### src/rtl/mem_arbiter_pkg.sv
// mem_arbiter_pkg: FSM encodings and master ids shared by the arbiter and its picker
package mem_arbiter_pkg;
  typedef enum logic [1:0] {ARB_IDLE, ARB_REQ, ARB_RESP, ARB_DONE} arb_state_t;
  typedef enum logic {M0 = 1'b0, M1 = 1'b1} master_t;
endpackage

### src/rtl/mem_arbiter_pick.sv
// mem_arbiter_pick: two-input one-hot grant picker; ARB_ROUND_ROBIN_EN selects alternating tie-break
module mem_arbiter_pick
  import mem_arbiter_pkg::*;
(
`ifdef ARB_ROUND_ROBIN_EN
  input  master_t    last_gnt,
`endif
  input  logic       req0,
  input  logic       req1,
  output logic [1:0] gnt
);
  always_comb begin
`ifdef ARB_ROUND_ROBIN_EN
    gnt = (req0 && req1) ? ((last_gnt == M0) ? 2'b10 : 2'b01) : {req1, req0};
`else
    gnt = req0 ? 2'b01 : {req1, 1'b0};
`endif
  end
endmodule

### src/rtl/mem_arbiter.sv
// mem_arbiter: shares one single-port memory slave between core (M0) and debug/DMA (M1) masters
// Define ARB_ROUND_ROBIN_EN for round-robin tie-break; default is fixed priority M0 > M1
module mem_arbiter
  import mem_arbiter_pkg::*;
#(
  parameter int AW      = 32,
  parameter int DW      = 32,
  parameter int TIMEOUT = 255
) (
  input  logic            clk,
  input  logic            rstn,
  input  logic            m0_req,
  input  logic            m0_we,
  input  logic [AW-1:0]   m0_addr,
  input  logic [DW-1:0]   m0_wdata,
  input  logic [DW/8-1:0] m0_be,
  output logic            m0_done,
  output logic            m0_err,
  output logic [DW-1:0]   m0_rdata,
  output logic            m0_stall,
  input  logic            m1_req,
  input  logic            m1_we,
  input  logic [AW-1:0]   m1_addr,
  input  logic [DW-1:0]   m1_wdata,
  input  logic [DW/8-1:0] m1_be,
  output logic            m1_done,
  output logic            m1_err,
  output logic [DW-1:0]   m1_rdata,
  output logic            mem_req,
  output logic            mem_we,
  output logic [AW-1:0]   mem_addr,
  output logic [DW-1:0]   mem_wdata,
  output logic [DW/8-1:0] mem_be,
  input  logic            mem_ready,
  input  logic            mem_rvalid,
  input  logic [DW-1:0]   mem_rdata
);
  localparam logic [7:0] WDOG_LAST = 8'(TIMEOUT - 1);
  localparam bit WDOG_EN = TIMEOUT != 0;
  arb_state_t state, state_nx;
  master_t owner;
  logic [7:0] wdog;
  logic err_q, grant, busy, rd_hit, fin, tmo;
  logic [1:0] gnt;
`ifdef ARB_ROUND_ROBIN_EN
  master_t last_gnt;
`endif
  mem_arbiter_pick u_pick (
`ifdef ARB_ROUND_ROBIN_EN
    .last_gnt(last_gnt),
`endif
    .req0(m0_req & ~m0_done),
    .req1(m1_req & ~m1_done),
    .gnt (gnt)
  );
  assign m0_done  = (state == ARB_DONE) && (owner == M0);
  assign m1_done  = (state == ARB_DONE) && (owner == M1);
  assign m0_err   = m0_done && err_q;
  assign m1_err   = m1_done && err_q;
  assign m0_stall = m0_req & ~m0_done;
  assign mem_req  = state == ARB_REQ;
  always_comb begin
    busy     = (state == ARB_REQ) || (state == ARB_RESP);
    grant    = (state == ARB_IDLE) && (|gnt);
    rd_hit   = mem_rvalid && ((state == ARB_RESP) || ((state == ARB_REQ) && mem_ready && !mem_we));
    fin      = rd_hit || ((state == ARB_REQ) && mem_ready && mem_we);
    tmo      = WDOG_EN && busy && !fin && (wdog == WDOG_LAST);
    state_nx = grant ? ARB_REQ :
               (fin || tmo) ? ARB_DONE :
               ((state == ARB_REQ) && mem_ready) ? ARB_RESP :
               (state == ARB_DONE) ? ARB_IDLE : state;
  end
  always_ff @(posedge clk or negedge rstn) begin
    if (!rstn) begin
      state     <= ARB_IDLE;
      owner     <= M0;
      wdog      <= 8'd0;
      err_q     <= 1'b0;
      mem_we    <= 1'b0;
      mem_addr  <= '0;
      mem_wdata <= '0;
      mem_be    <= '0;
      m0_rdata  <= '0;
      m1_rdata  <= '0;
`ifdef ARB_ROUND_ROBIN_EN
      last_gnt  <= M1;
`endif
    end else begin
      state <= state_nx;
      wdog  <= busy ? wdog + 8'd1 : 8'd0;
      if (grant) begin
        owner     <= gnt[1] ? M1 : M0;
        mem_we    <= gnt[1] ? m1_we : m0_we;
        mem_addr  <= gnt[1] ? m1_addr : m0_addr;
        mem_wdata <= gnt[1] ? m1_wdata : m0_wdata;
        mem_be    <= gnt[1] ? m1_be : m0_be;
`ifdef ARB_ROUND_ROBIN_EN
        last_gnt  <= gnt[1] ? M1 : M0;
`endif
      end
      if (fin || tmo) err_q <= tmo;
      // aborted reads return zero so a stale value is never mistaken for data
      if ((rd_hit || tmo) && owner == M0) m0_rdata <= tmo ? '0 : mem_rdata;
      if ((rd_hit || tmo) && owner == M1) m1_rdata <= tmo ? '0 : mem_rdata;
    end
  end
endmodule

### config.mk
export PLATFORM = sky130hd
export DESIGN_NAME = mem_arbiter
export DESIGN_NICKNAME = d
export VERILOG_FILES = /design/src/rtl/mem_arbiter_pkg.sv /design/src/rtl/mem_arbiter_pick.sv /design/src/rtl/mem_arbiter.sv
export SDC_FILE = /design/constraint.sdc
export NUM_CORES = 1
export LEC_CHECK = 0
export ABC_AREA = 1
export BUFFER_PORTS_ARGS = -buffer_cell sky130_fd_sc_hd__buf_2
export CAP_MARGIN = 20
export CORE_MARGIN = 4
export CORE_UTILIZATION = 50
export DETAILED_ROUTE_END_ITERATION = 6
export PLACE_DENSITY_LB_ADDON = 0.08
export SYNTH_ARGS = -nofsm -noshare
export SYNTH_HDL_FRONTEND = slang
export SYNTH_SLANG_ARGS = --single-unit
### constraint.sdc
create_clock -name clk -period 2.7 [get_ports clk]
set_input_delay 0 -clock clk [delete_from_list [all_inputs] [get_ports clk]]
set_output_delay 0 -clock clk [all_outputs]
set_load 0.03 [all_outputs]
=== Word-level counts from Yosys, hierarchy flattened ===
Index checks and enable logic that the tools add are counted.
W data, S select, Z words.

* Bits in registers: 145
* Input bits: 176
* Output and inout bits: 139
* Logic and storage cells: 55

* Add/sub/neg operators: 1
* Eq/ne operators: 4
* Multiplexer cells: 12
* Bitwise logic cells: 5
* Reduce and logical (&&, ||, !) cells: 23

{| class="wikitable"
|+ Operator list
! cell !! count
|-
| $mux W32 || 3
|-
| $logic_and A1 B1 Y1 || 13
|-
| $mux W2 || 5
|-
| $add A8 B1 Y8 const B || 1
|-
| $eq A8 B8 Y1 const B || 1
|-
| $mux W8 || 1
|-
| $logic_or A1 B1 Y1 || 5
|-
| $eq A2 B2 Y1 const B || 2
|-
| $mux W4 || 1
|-
| $reduce_bool A4 Y1 || 1
|-
| $not A1 Y1 || 3
|-
| $and A1 B1 Y1 || 2
|-
| $eq A2 B1 Y1 const B || 1
|-
| $logic_not A1 Y1 || 2
|-
| $logic_not A2 Y1 || 1
|-
| $mux W1 || 2
|-
| $reduce_or A2 Y1 || 1
|}

=== Logic depth before layout (Yosys ltp) ===
* Word-level depth: 12
* Depth in mapped cells: 10
* Mapped depth without buffers: 9

=== Hierarchy ===
Synthesis repeated with hierarchy kept, for this count alone.

* Cells, all modules: 823
* Area total of the unflattened synthesis: 6757.7 µm²

{| class="wikitable"
|+ By module, submodules not included
! module !! times used !! cells an instance !! area each (µm²) !! sequential area each (µm²)
|-
| mem_arbiter || 1 || 820 || 6740.2 || 3628.5
|-
| mem_arbiter_pick || 1 || 3 || 17.5 || 0.0
|}

=== Worst setup path before layout ===
Ideal clock, no wire load.

* Path type: register to register
* Start: register state[0]
* End: register mem_addr[10]
* Library setup time: 0.117 ns
* Arrival: 2.109 ns
* Data required time: 2.583 ns
* Slack: 0.474 ns
* Cell stages (with the launch flop): 10
* Buffers on the path: 1
* Clock period less this slack: 2.226 ns
* Path through: dfrtp_1 -> ha_1 -> inv_1 -> nor2_1 -> nor2_1 -> o21ai_2 -> inv_2 -> clkbuf_1 -> nand2_1 -> nand2_1

* Word-level cells in the longest chain between the ends: 7
* Elaborated cells between the ends (all ways): 12
* Those cells by class: eq/ne: 1; mux: 2; bitwise: 4; reduce/logical: 5

{| class="wikitable"
|+ Ends and longest elaborated chain
! element !! line !! source
|-
| start, declared || mem_arbiter.sv:40 || <nowiki>arb_state_t state, state_nx;</nowiki>
|-
| start signal, assigned || mem_arbiter.sv:89 || <nowiki>state <= state_nx;</nowiki>
|-
| $eq A2 B2 Y1 (*) || mem_arbiter.sv:56 || <nowiki>assign m0_done = (state == ARB_DONE) && (owner == M0);</nowiki>
|-
| $logic_and A1 B1 Y1 (*) || mem_arbiter.sv:56 ||
|-
| named net m0_done || mem_arbiter.sv:17 || <nowiki>output logic m0_done,</nowiki>
|-
| $not A1 Y1 (*) || -- ||
|-
| $and A1 B1 Y1 (*) || -- ||
|-
| named net m0_stall || mem_arbiter.sv:20 || <nowiki>output logic m0_stall,</nowiki>
|-
| $mux W2 (*) || mem_arbiter_pick.sv:16 || <nowiki>gnt = req0 ? 2'b01 : {req1, 1'b0};</nowiki>
|-
| $reduce_or A2 Y1 || mem_arbiter.sv:64 || <nowiki>grant = (state == ARB_IDLE) && (|gnt);</nowiki>
|-
| $logic_and A1 B1 Y1 || mem_arbiter.sv:64 ||
|-
| end signal, assigned || mem_arbiter.sv:94 || <nowiki>mem_addr <= gnt[1] ? m1_addr : m0_addr;</nowiki>
|-
| end, declared || mem_arbiter.sv:31 || <nowiki>output logic [AW-1:0] mem_addr,</nowiki>
|}

The timed path passes the listed nets; every way through them passes the cells marked *.
A chain may end at the register's enable or synchronous reset.

=== Worst setup path in the final report ===
* Start: register state[0]
* End: register mem_addr[20]

* Word-level cells in the longest chain between the ends: 7
* Elaborated cells between the ends (all ways): 12
* Those cells by class: eq/ne: 1; mux: 2; bitwise: 4; reduce/logical: 5

{| class="wikitable"
|+ Ends and longest elaborated chain
! element !! line
|-
| $eq A2 B2 Y1 || mem_arbiter.sv:56, mem_arbiter.sv:57
|-
| $logic_and A1 B1 Y1, on equally long branches || mem_arbiter.sv:56, mem_arbiter.sv:57
|-
| $not A1 Y1, on equally long branches || mem_arbiter.sv:52, mem_arbiter.sv:53
|-
| $and A1 B1 Y1, on equally long branches || mem_arbiter.sv:52, mem_arbiter.sv:53
|-
| $mux W2 || mem_arbiter_pick.sv:16
|-
| $reduce_or A2 Y1 || mem_arbiter.sv:64
|-
| $logic_and A1 B1 Y1 || mem_arbiter.sv:64
|}

Several ways; a longest one is shown, not always the timed one.

==> flow_summary.ini <==
[run_status]
outcome = completed

[grt]
grt_pass1_wl_mm = 37.8
gr-usage-met3 = 0.0758
grt_pass1_vias = 7916
grt_max_degree = 71
met2_usage = 0.517
overflow = 0
use_met1 = 0.371
busiest_layer = met2
antenna_found_initial = 0
grt_use_total = 0.316

[worst_setup_path]
cp_cell_sequence = ha_1 -> inv_1 -> o21ai_4 -> nand2_2 -> clkbuf_8 -> nand2_1 -> nand2_1 -> dlygate4sd3_1 -> nand2_1 -> nand2_1
crit_type = reg2reg
path_common_cell = nand2_1
crit_slowest_cell = dlygate4sd3_1
cp_data_required_time_ps = 3050
max_stage_delay_ps = 550
worstSetupStartpointType = register
crit_path_end_kind = register
worstPathMaxFanout = 70
cp.arrival_ps = 2900

[synth]
yosysWarnings = 0
synth_ff_type = dfrtp_1
syn_avg_cell_area_sq_um = 7.57
yosys.area.top_type_share = 0.542
synth_top_area_cell = dfrtp_1
syn_nets = 1067
synth_edf_count = 0
syn_inst = 885
synth-seq-cells = 145
synth_most_common_cell = nand2_1
syn_area_sq_um = 6700
yosys-top-cells-area = dfrtp_1, nand2_1, nand3_1, clkbuf_1, ha_1
synth-async-reset-ratio = 1.00
synth.distinct_cells = 21
yosysSeqAreaShare = 0.542
netlist_top_cells_count = nand2_1, dfrtp_1, nand3_1

[clock_tree]
clk_pin_slew_ps = 60
root_buffer = clkbuf_16
h-tree-depth = 4
clock_sinks = 145
clock_latency_ps = 420
cts_buffers = 17
clock_path_buffers = 2
cts_tree = built

[placement]
numPortBuffers = 314
globalplace.congestion = 0.879
dp_hpwl_mm = 14.5

[timing]
finalSetupViolCount = 0
finalCritPeriodShare = 0.944
skew_ps = 8.10
setup_tns_ps = 0
clock.fmax_mhz = 392
period_needed_ps = 2550
slew_headroom = 0.574
hold_viol = 0
tightest_slew_ps = 640
slew_viol_final = 0

[final_layout]
nets = 1537
layout-drive-gt1-share = 0.269
syn2layout_area_growth_pct = 61.3
multi_input_area_sq_um = 2810
nFillCells = 805
utilization = 0.819
ff_latch_area_sq_um = 3630
n_antenna_cell = 0

[route]
wirelength_mm = 24.7
detailroute.via_count = 7985
drt_drc_violations_left = 0
drt_iter0_drc = 784
viasPerCell = 5.17
first_pass_iters = 5
wl_per_cell_microns = 16.0
drtAntennaViolNets = 0

[floorplanning]
initial_core_util = 0.508
io_pins = 315
die_area_sq_um = 15300
die_width_microns = 124
core_area_sq_um = 13200
rows = 42
die_h_microns = 124

[worst_hold_path]
min_path_type = in2async

[job]
cap_violations = 0

[pwr]
peakVddDrop_v = 0.000601
p_per_area_nw_per_um2 = 1160
power.leakage_nw = 6.21
metal layers:
layer | vias to the layer above | part of all wire
met4 | 0 | 0.064
met3 | 122 | 0.082
met2 | 484 | 0.48
met5 | - | 0
li1 | 3718 | -
met1 | 3661 | 0.37
repair_timing:
action / in CTS / in global routing
setup endpoints to repair: 0 / 69
setup buffers: 0 / 3
hold endpoints to repair: 199 / 0
resized for setup: 0 / 3
hold buffers: 173 / 0
per-stage QoR:
| step | power [mW] | setup slack (ps) | instances | hold WS (ps) | cell area, sq um |
|---|---|---|---|---|---|
| final | 12.5 | 152 | 1544 | 144 | 10800 |
| after CTS | 12.4 | 22.7 | 1540 | 161 | 10800 |
| after floorplan | 7.66 | 474 | 885 | -296 | 6700 |
| after global routing | 13.3 | -3.72 | 1544 | 199 | 10800 |
| after detailed placement | 9.59 | 584 | 1335 | 33.8 | 8440 |
| after global placement | 9.51 | 627 | 1335 | 40.0 | 8440 |
path summary, 6_finish.rpt:
kind	from	end	slack (ps)	cells after the start
max reg2reg	state[0]	mem_addr[20]	150	10
max in group asynchronous	rstn	m1_rdata[7]	1790	3
min in group clk	mem_rdata[13]	m1_rdata[13]	360	4
max	state[0]	mem_addr[20]	150	10
min reg2reg	m0_rdata[25]	m0_rdata[25]	460	2
min	rstn	m1_rdata[25]	140	2
state kept, by name, summed over array words and instances, names as in the netlist:
| register | count |
|---|---|
| mem_wdata | 32 |
| wdog | 8 |
| m1_rdata | 32 |
| mem_addr | 32 |
| mem_be | 4 |
| owner | 1 |
| err_q | 1 |
| state | 2 |
| mem_we | 1 |
| m0_rdata | 32 |
cells by family after synthesis:
| logic type | Yosys count | share of synthesized area |
|---|---|---|
| simple gates | 644 | 0.388 |
| buf+inv | 74 | 0.0441 |
| compound gates | 16 | 0.0146 |
| flops | 145 | 0.542 |
| fa+ha+maj | 6 | 0.0112 |
placed cells by master (no fill, tap or decap), drive strengths merged:
| master | n |
|---|---|
| nor2 | 15 |
| dlygate4sd3 | 173 |
| bufinv | 2 |
| dfrtp | 145 |
| o21a | 2 |
| o21ai | 9 |
| nor3b | 1 |
| ha | 6 |
| o21bai | 1 |
| nand2 | 488 |
| nor3 | 3 |
| inv | 19 |
| a21oi | 3 |
| nand4 | 2 |
| clkbuf | 23 |
| nand3 | 135 |
| buf | 331 |
| clkinv | 6 |
| clkinvlp | 2 |
| a31oi | 2 |
cell type report:
class / count / area share
clock inverters: 10 / 0.0101
multi-input cells: 667 / 0.260
well taps: 176 / 0.0204
inverters: 19 / 0.00660
repair buffers: 505 / 0.323
clock buffers: 22 / 0.0439
flip-flops and latches: 145 / 0.336
report_power, final:
part / leakage, nW / switching [mW] / internal, mW / total, mW
Sequential: 1.83 / 0.586 / 3.17 / 3.76
Combinational: 4.10 / 4.46 / 2.00 / 6.45
Clock: 0.286 / 0.893 / 1.43 / 2.32
critical path: cells and delay by family (launching register included):
kind	cells	cell delay [ps]
flops	1	410
simple gates	5	460
buf+inv	3	1180
fa+ha+maj	1	250
compound gates	1	140
Power figures use the tool's default switching activity.
